`src/rtl/e_sdclk_seq_pkg.sv`:
```
// Shared definitions for the SD clock-control sequencer: state encoding,
// default timing constants and the counter-width helper.
package e_sdclk_seq_pkg;

  localparam int SDCLK_DIV_W      = 8;
  localparam int SDCLK_SETTLE_CYC = 8;
  localparam int SDCLK_STABLE_CYC = 16;

  typedef enum logic [2:0] {
    ST_OFF      = 3'd0,
    ST_STARTING = 3'd1,
    ST_READY    = 3'd2,
    ST_RUN      = 3'd3,
    ST_GATE     = 3'd4,
    ST_LOAD     = 3'd5
  } seq_state_e;

  // Width needed to hold the largest counter preset (value - 1).
  function automatic int cnt_width(input int a, input int b);
    int m;
    m = (a > b) ? a : b;
    return (m < 2) ? 1 : $clog2(m);
  endfunction

endpackage

```
`src/rtl/e_sdclk_div_pend.sv`:
```
// Pending-divider register: captures host divider writes (last write wins)
// and releases the pending flag when the sequencer enters LOAD, unless a
// new write lands in that same cycle.
module e_sdclk_div_pend
  import e_sdclk_seq_pkg::*;
#(
  parameter int DIV_W = SDCLK_DIV_W
) (
  input  logic             sys_clk,
  input  logic             rst_n,
  input  logic             div_wr,
  input  logic [DIV_W-1:0] div_wdata,
  input  logic             load_entry,
  output logic             div_pend,
  output logic [DIV_W-1:0] pend_val,
  output logic             pend_next
);

  // Next value of the pending flag, exposed so the top can register seq_busy.
  always_comb begin
    pend_next = div_wr | (div_pend & ~load_entry);
  end

  // Capture a new divider or clear the flag on LOAD entry.
  always_ff @(posedge sys_clk or negedge rst_n) begin
    if (!rst_n) begin
      div_pend <= 1'b0;
      pend_val <= '0;
    end else begin
      div_pend <= pend_next;
      if (div_wr) begin
        pend_val <= div_wdata;
      end
    end
  end

endmodule

```
`src/rtl/e_sdclk_seq.sv`:
```
// SD clock-control sequencer: turns the Clock Control register fields into a
// glitch-safe enable/divider-load sequence. The SD clock is never gated while
// the bus is busy, and the divider only changes while the SD clock is gated.
module e_sdclk_seq
  import e_sdclk_seq_pkg::*;
#(
  parameter int DIV_W      = SDCLK_DIV_W,
  parameter int SETTLE_CYC = SDCLK_SETTLE_CYC,
  parameter int STABLE_CYC = SDCLK_STABLE_CYC
) (
  input  logic             sys_clk,
  input  logic             rst_n,
  input  logic             int_clk_en_reg,
  input  logic             sd_clk_en_reg,
  input  logic             div_wr,
  input  logic [DIV_W-1:0] div_wdata,
  input  logic             cmd_active_sync2,
  input  logic             dat_active_sync2,
  output logic             int_clock_en,
  output logic             sd_clock_en,
  output logic             load_clock_div,
  output logic [DIV_W-1:0] clk_div,
  output logic             int_clk_stable,
  output logic             seq_busy
);

  localparam int CW = cnt_width(SETTLE_CYC, STABLE_CYC);
  localparam logic [CW-1:0] SETTLE_INIT = CW'(SETTLE_CYC - 1);
  localparam logic [CW-1:0] STABLE_INIT = CW'(STABLE_CYC - 1);

  seq_state_e       state;
  seq_state_e       state_next;
  logic [CW-1:0]    cnt;
  logic [CW-1:0]    cnt_next;
  logic             load_entry;
  logic             bus_busy;
  logic             div_pend;
  logic [DIV_W-1:0] pend_val;
  logic             pend_next;
  logic             stable_next;
  logic             busy_next;

  e_sdclk_div_pend #(
    .DIV_W (DIV_W)
  ) u_div_pend (
    .sys_clk    (sys_clk),
    .rst_n      (rst_n),
    .div_wr     (div_wr),
    .div_wdata  (div_wdata),
    .load_entry (load_entry),
    .div_pend   (div_pend),
    .pend_val   (pend_val),
    .pend_next  (pend_next)
  );

  // Next-state and counter logic; dropping the internal enable aborts to OFF.
  always_comb begin
    state_next = state;
    cnt_next   = cnt;
    load_entry = 1'b0;
    bus_busy   = cmd_active_sync2 | dat_active_sync2;
    if (!int_clk_en_reg) begin
      state_next = ST_OFF;
      cnt_next   = '0;
    end else begin
      case (state)
        ST_OFF: begin
          state_next = ST_STARTING;
          cnt_next   = STABLE_INIT;
        end
        ST_STARTING, ST_GATE, ST_LOAD: begin
          if (cnt == '0) begin
            state_next = ST_READY;
          end else begin
            cnt_next = cnt - 1'b1;
          end
        end
        ST_READY: begin
          if (div_pend) begin
            state_next = ST_LOAD;
            cnt_next   = SETTLE_INIT;
            load_entry = 1'b1;
          end else if (sd_clk_en_reg) begin
            state_next = ST_RUN;
          end else begin
            state_next = ST_READY;
          end
        end
        ST_RUN: begin
          if ((div_pend || !sd_clk_en_reg) && !bus_busy) begin
            state_next = ST_GATE;
            cnt_next   = SETTLE_INIT;
          end else begin
            state_next = ST_RUN;
          end
        end
        default: begin
          state_next = ST_OFF;
          cnt_next   = '0;
        end
      endcase
    end
  end

  // Decode of the next state for the registered status outputs.
  always_comb begin
    stable_next = (state_next == ST_READY) || (state_next == ST_RUN) ||
                  (state_next == ST_GATE)  || (state_next == ST_LOAD);
    busy_next   = (state_next == ST_STARTING) || (state_next == ST_GATE) ||
                  (state_next == ST_LOAD) || pend_next;
  end

  // State, counter and registered outputs; the load toggle fires once per LOAD entry.
  always_ff @(posedge sys_clk or negedge rst_n) begin
    if (!rst_n) begin
      state          <= ST_OFF;
      cnt            <= '0;
      int_clock_en   <= 1'b0;
      sd_clock_en    <= 1'b0;
      int_clk_stable <= 1'b0;
      seq_busy       <= 1'b0;
      load_clock_div <= 1'b0;
      clk_div        <= '0;
    end else begin
      state          <= state_next;
      cnt            <= cnt_next;
      int_clock_en   <= (state_next != ST_OFF);
      sd_clock_en    <= (state_next == ST_RUN);
      int_clk_stable <= stable_next;
      seq_busy       <= busy_next;
      if (load_entry) begin
        load_clock_div <= ~load_clock_div;
        clk_div        <= pend_val;
      end
    end
  end

endmodule

```
`config.mk`:
```
export PLATFORM = sky130hd
export DESIGN_NAME = e_sdclk_seq
export DESIGN_NICKNAME = d
export VERILOG_FILES = /design/src/rtl/e_sdclk_seq_pkg.sv /design/src/rtl/e_sdclk_div_pend.sv /design/src/rtl/e_sdclk_seq.sv
export SDC_FILE = /design/constraint.sdc
export NUM_CORES = 1
export LEC_CHECK = 0
export CAP_MARGIN = 20
export CORE_AREA = 3 3 53 64
export DETAILED_ROUTE_END_ITERATION = 8
export DIE_AREA = 0 0 56 67
export PLACE_DENSITY_LB_ADDON = 0.12
export SETUP_SLACK_MARGIN = 0.02
export SYNTH_ARGS = -nofsm -noshare
export SYNTH_HDL_FRONTEND = slang
export SYNTH_SLANG_ARGS = --single-unit
```
`constraint.sdc`:
```
create_clock -name sys_clk -period 2.28 [get_ports sys_clk]
set_input_delay 0.684 -clock sys_clk [delete_from_list [all_inputs] [get_ports sys_clk]]
set_output_delay 0.684 -clock sys_clk [all_outputs]
set_load 0.05 [all_outputs]
```
Yosys cells after proc, flatten, opt, wreduce, memory -nomap -nowiden. Index checks and enable logic that the tools add are counted. W data, S select, Z words.

Eq/ne operators: 13. Reduce and logical (&&, ||, !) cells: 15. Add/sub/neg operators: 1. Bitwise logic cells: 5. Mux-type cells: 14.

Operators by type and width (number): $mux W4 (4); $pmux W4 S4 (1); $eq A3 B2 Y1 const B (4); $eq A3 B3 Y1 const B (4); $mux W3 (4); $pmux W3 S4 (1); $logic_or A1 B1 Y1 (7); $eq A3 B1 Y1 const B (2); $ne A3 B3 Y1 const B (2); $logic_not A4 Y1 (1); $mux W1 (4); $sub A4 B1 Y4 const B (1); $logic_not A3 Y1 (1); $ne A3 B2 Y1 const B (1); $reduce_and A3 Y1 (1); $reduce_bool A3 Y1 (1); $reduce_or A3 Y1 (1); $logic_not A1 Y1 (2); $not A1 Y1 (2); $or A1 B1 Y1 (2); $and A1 B1 Y1 (1); $logic_and A1 B1 Y1 (1).

Register bits: 29. Word-level logic and storage cells: 58.

Depth between registers and ports, before layout. Gate-level depths: netlist (run 1).

Depth after elaboration: 10. Depth in mapped cells: 5.

Hierarchy. From an unflattened synthesis (run 1), not the netlist that was laid out.

Cell total of the unflattened synthesis: 102. Area, all modules: 1366.3 um^2.

Modules (own cells, without submodules): e_sdclk_seq (cells each 82, area an instance 997.2 um^2, times used 1); e_sdclk_div_pend (cells each 20, area an instance 369.1 um^2, times used 1).

Worst setup path after synthesis (run 1). No wires, ideal clock.

Kind: input -> register. Start: input port sd_clk_en_reg. End: register cnt[2]. Cell stages on the path: 4. Data required time: 2.215 ns. Path buffers: 0. Setup slack: 0.637 ns. Arrival: 1.578 ns. Library setup time: 0.065 ns. Cell sequence: nor2b_1 -> o311ai_0 -> and3_1 -> o221a_2.

Longest elaborated chain between the ends: 5.

RTL lines: from (decl) (RTL line e_sdclk_seq.sv:14) `input logic sd_clk_en_reg,`; $logic_not A1 Y1 (RTL line e_sdclk_seq.sv:90) `if ((div_pend || !sd_clk_en_reg) && !bus_busy) begin`; $logic_or A1 B1 Y1 (RTL line e_sdclk_seq.sv:90); $logic_and A1 B1 Y1 (RTL line e_sdclk_seq.sv:90); $ne A3 B3 Y1 (no line); $reduce_and A3 Y1 (no line); to (signal assigned) (RTL line e_sdclk_seq.sv:126) `cnt <= cnt_next;`; to (decl) (RTL line e_sdclk_seq.sv:33) `logic [CW-1:0] cnt;`.

Every way passes these cells. A chain may end at the register's enable or synchronous reset.

Worst setup path in the final report (run 1).
Start: register load_clock_div. End: output port load_clock_div.

RTL lines: from (decl) (RTL line e_sdclk_seq.sv:21) `output logic load_clock_div,`; from (signal assigned) (RTL line e_sdclk_seq.sv:132) `load_clock_div <= ~load_clock_div;`.

No word-level cell between the ends.

==> run_results.csv, run 1 <==
group,metric,value,unit
run_status,status,"finished, final reports clean",
synthesis,syn_nets,117,
clocking,clock-sinks,29,
routing,wl_per_cell,14.55,um
clocking,cts_buffers,5,
pwr,p_seq_share,42.3,%
global_routing,grt_pass1_wl,4381,um
clocking,clock_latency,0.32,ns
sta,tns,0,ns
finish,diodes,0,
sta,setup_violations,0,
sta,slew_headroom,65.99,%
global_routing,antenna_found_initial,0,
clocking,cts-root-buf,"clkbuf_4",
place,dp_hpwl,1846,um
finish,instances_no_fill,170,
synthesis,synthArstFlopShare,100.0,%
critical_path,crit_path_cell_trace,"clkdlybuf4s50_1",
floorplan,dieHeight,67,um
floorplan,die_w,56,um
routing,dr.first_iter.drc_count,30,
finish,drive_gt1_share,22.06,%
floorplan,core_area,0.002838,mm2
sta,setup_ws,0.1086,ns
global_routing,track_usage,15.54,%
critical_path,r2r_start,"state[0]",
synthesis,synth_ff_type,"dfrtp_1",
clocking,cts_tree,"built",
synthesis,syn_inst,100,
finish,syn2layout_area_growth,30.35,%
synthesis,yosys_register_bits,29,
pwr,vdd_drop_max,0.0005843,V
routing,via_per_inst,5.306,
critical_path,cp_slowest_stage_delay,0.81,ns
place,gp_congestion,0.7893,
place,pre_cts_ws,0.005856,ns
hold_path,whs_endpoint,"load_clock_div",
critical_path,cp-startpoint,"load_clock_div",
pwr,p_sw,0.0006037,W
hold_path,min_from,"load_clock_div",
synthesis,synth_common_cells,"dfrtp_1, mux2_2, inv_1, nand2_1, nor2_1",
synthesis,avgSynthCellArea,12.57,um2
global_routing,grt_overflow,0,
synthesis,netlist.top_cell.by_area,"dfrtp_1",
critical_path,cp_max_fo,2,
routing,final_antenna_net_count,0,
finish,nets,153,
pwr,design_power_total,0.001623,W
sta,clock_skew,0.005598,ns
routing,first_pass_iters,4,
routing,finalWirelength,2474,um
pwr,p_leak,0.7148,nW
synthesis,netlist.area_leader.share,57.71,%
floorplan,start_util,44.31,%
place,dp_cells,163,
clocking,cts_setup_buffers,0,
pwr,clockPowerShare,18.9,%
critical_path,worstSetupEndpointType,"output pin",
job,drv_cap,0,
critical_path,r2r_end,"clk_div[6]",
synthesis,synth_edf_count,0,
critical_path,reg2reg_slack,0.56,ns
pwr,comb_power_share,38.8,%
critical_path,cpLargestDelayFamily,"buffers and inverters",
global_routing,grt_max_degree,30,
critical_path,cp_slowest_cell,"clkdlybuf4s50_1",
synthesis,yosysMostFrequentCell,"dfrtp_1",
clocking,htree_levels,2,
hold_path,hold_class,"flop to flop",
synthesis,syn_area,0.001257,mm2
synthesis,ys_types,32,
critical_path,cp.required,1.60,ns
synthesis,ys_seq_area_share,57.71,%
critical_path,ff2ff_path_depth,4,
clocking,cts_hold_buffers,0,
critical_path,critPathBufInv,1,
sta,hold_viol_final,0,
routing,drc_errors,0,
sta,min_period_over_period,95.23,%
clocking,cts_resized,0,
critical_path,startpoint_type,"flop",
floorplan,design.die.area,0.003752,mm2
clocking,cts_max_path_buffers,2,
hold_path,whs_path_depth,1,
global_routing,first_global_vias,1031,
floorplan,rows,21,
pwr,switching_share,37.20,%
sta,slew_viol_final,0,
sta,hold_slack,0.4731,ns
clocking,path_clk_slew,0.08,ns
synthesis,synth_area_leaders,"dfrtp_1, mux2_2, xnor2_1",
pwr,power_density,990.2,mW/mm2
sta,worst_pin_slew,0.5085,ns
routing,via_count,902,
place,port_buffers,27,
critical_path,arrival,1.49,ns
floorplan,ios,28,
sta,fmax,0.4605,GHz
critical_path,critPathKind,"flop to output pin",
sta,rsz0062_at_grt,"false",
sta,min_period,2.171,ns
pwr,intPower,0.001019,W
synthesis,yosys_warnings,0,
cell families after synthesis:
kind of cell	after synthesis	synth area share, %
AO/OA/AOI/OAI	18	10.45
XOR/XNOR	3	2.090
adder cells (fa/ha/maj)	2	1.990
buffers and inverters	8	3.084
flip-flops	29	57.71
multiplexers	18	15.92
AND/OR/NAND/NOR	22	8.757
area by class of cell:
cell class,count,area [um2]
Fill cell,265,1199
Multi-Input combinational cell,63,493.0
Sequential cell,29,725.7
Tap cell,34,42.54
Clock buffer,7,55.05
Timing Repair Buffer,31,300.3
Inverter,6,22.52
state kept, by name, indices dropped and copies added, names as in the netlist:
name                 count
state                    3
u_div_pend.div_pend      1
cnt                      4
sd_clock_en              1
load_clock_div           1
u_div_pend.pend_val      8
int_clk_stable           1
clk_div                  8
int_clock_en             1
seq_busy                 1
through the flow:
step	util, %	instance area (um2)
after floorplan	-	1257
after global placement	55.82	1584
after detailed placement	55.82	1584
after CTS	57.76	1639
after global routing	57.76	1639
final	57.76	1639
power groups by stage:
stage | clock network [W] | registers, W | logic [W]
2_1_floorplan | 0 | 0.000919 | 0.000190
3_3_place_gp | 0 | 0.000693 | 0.000625
3_5_place_dp | 0 | 0.000696 | 0.000635
4_1_cts | 0.000325 | 0.000687 | 0.000637
5_1_grt | 0.000351 | 0.000705 | 0.000673
6_report | 0.000307 | 0.000686 | 0.000630
how the worst max path moves through the flow:
stage,depth (start not counted),slack [ns],endpoint
after CTS,1,0.08,load_clock_div
after floorplan,4,0.64,cnt[2]
final,1,0.11,load_clock_div
after global placement,5,0.11,cnt[2]
after detailed placement,5,0.006,cnt[2]
after global routing,1,0.04,clk_div[7]
placed cells by master, fill, tap and decap left out, types with 2 or more instances in the layout:
master           count
dfrtp_1             29
clkdlybuf4s50_1     27
mux2_2              16
inv_1                6
nor2_1               6
nand2_1              6
clkbuf_4             5
buf_4                4
o21ai_0              3
a21oi_1              3
xnor2_1              3
nor3_1               2
a21o_1               2
mux2i_1              2
ha_1                 2
metal layers:
layer,track usage [%],routed length (um),up-vias
met3,6.589,139,2
met5,0,0,-
met4,7.122,11,0
met1,16.11,1024,443
met2,27.19,1298,31
li1,-,-,426
Note: power is estimated with default switching activity, not from simulation.
==> run 2: changes to the inputs <==
--- a/config.mk
+++ b/config.mk
@@ -11,5 +11,4 @@
 export DIE_AREA = 0 0 56 67
 export PLACE_DENSITY_LB_ADDON = 0.12
-export SETUP_SLACK_MARGIN = 0.02
 export SYNTH_ARGS = -nofsm -noshare
 export SYNTH_HDL_FRONTEND = slang
==> constraint.sdc (replaced) <==
create_clock -name sys_clk -period 2.28 [get_ports sys_clk]
set_input_delay 0.57 -clock sys_clk [delete_from_list [all_inputs] [get_ports sys_clk]]
set_output_delay 0.57 -clock sys_clk [all_outputs]
set_load 0.05 [all_outputs]
==> results of run 2 <==
The final DEF is identical to that of run 1. Status: finished, final reports clean.
Among the figures that moved: setup slack after placement 0.005856 ns -> 0.1199 ns; setup slack after layout 0.1086 ns -> 0.2226 ns
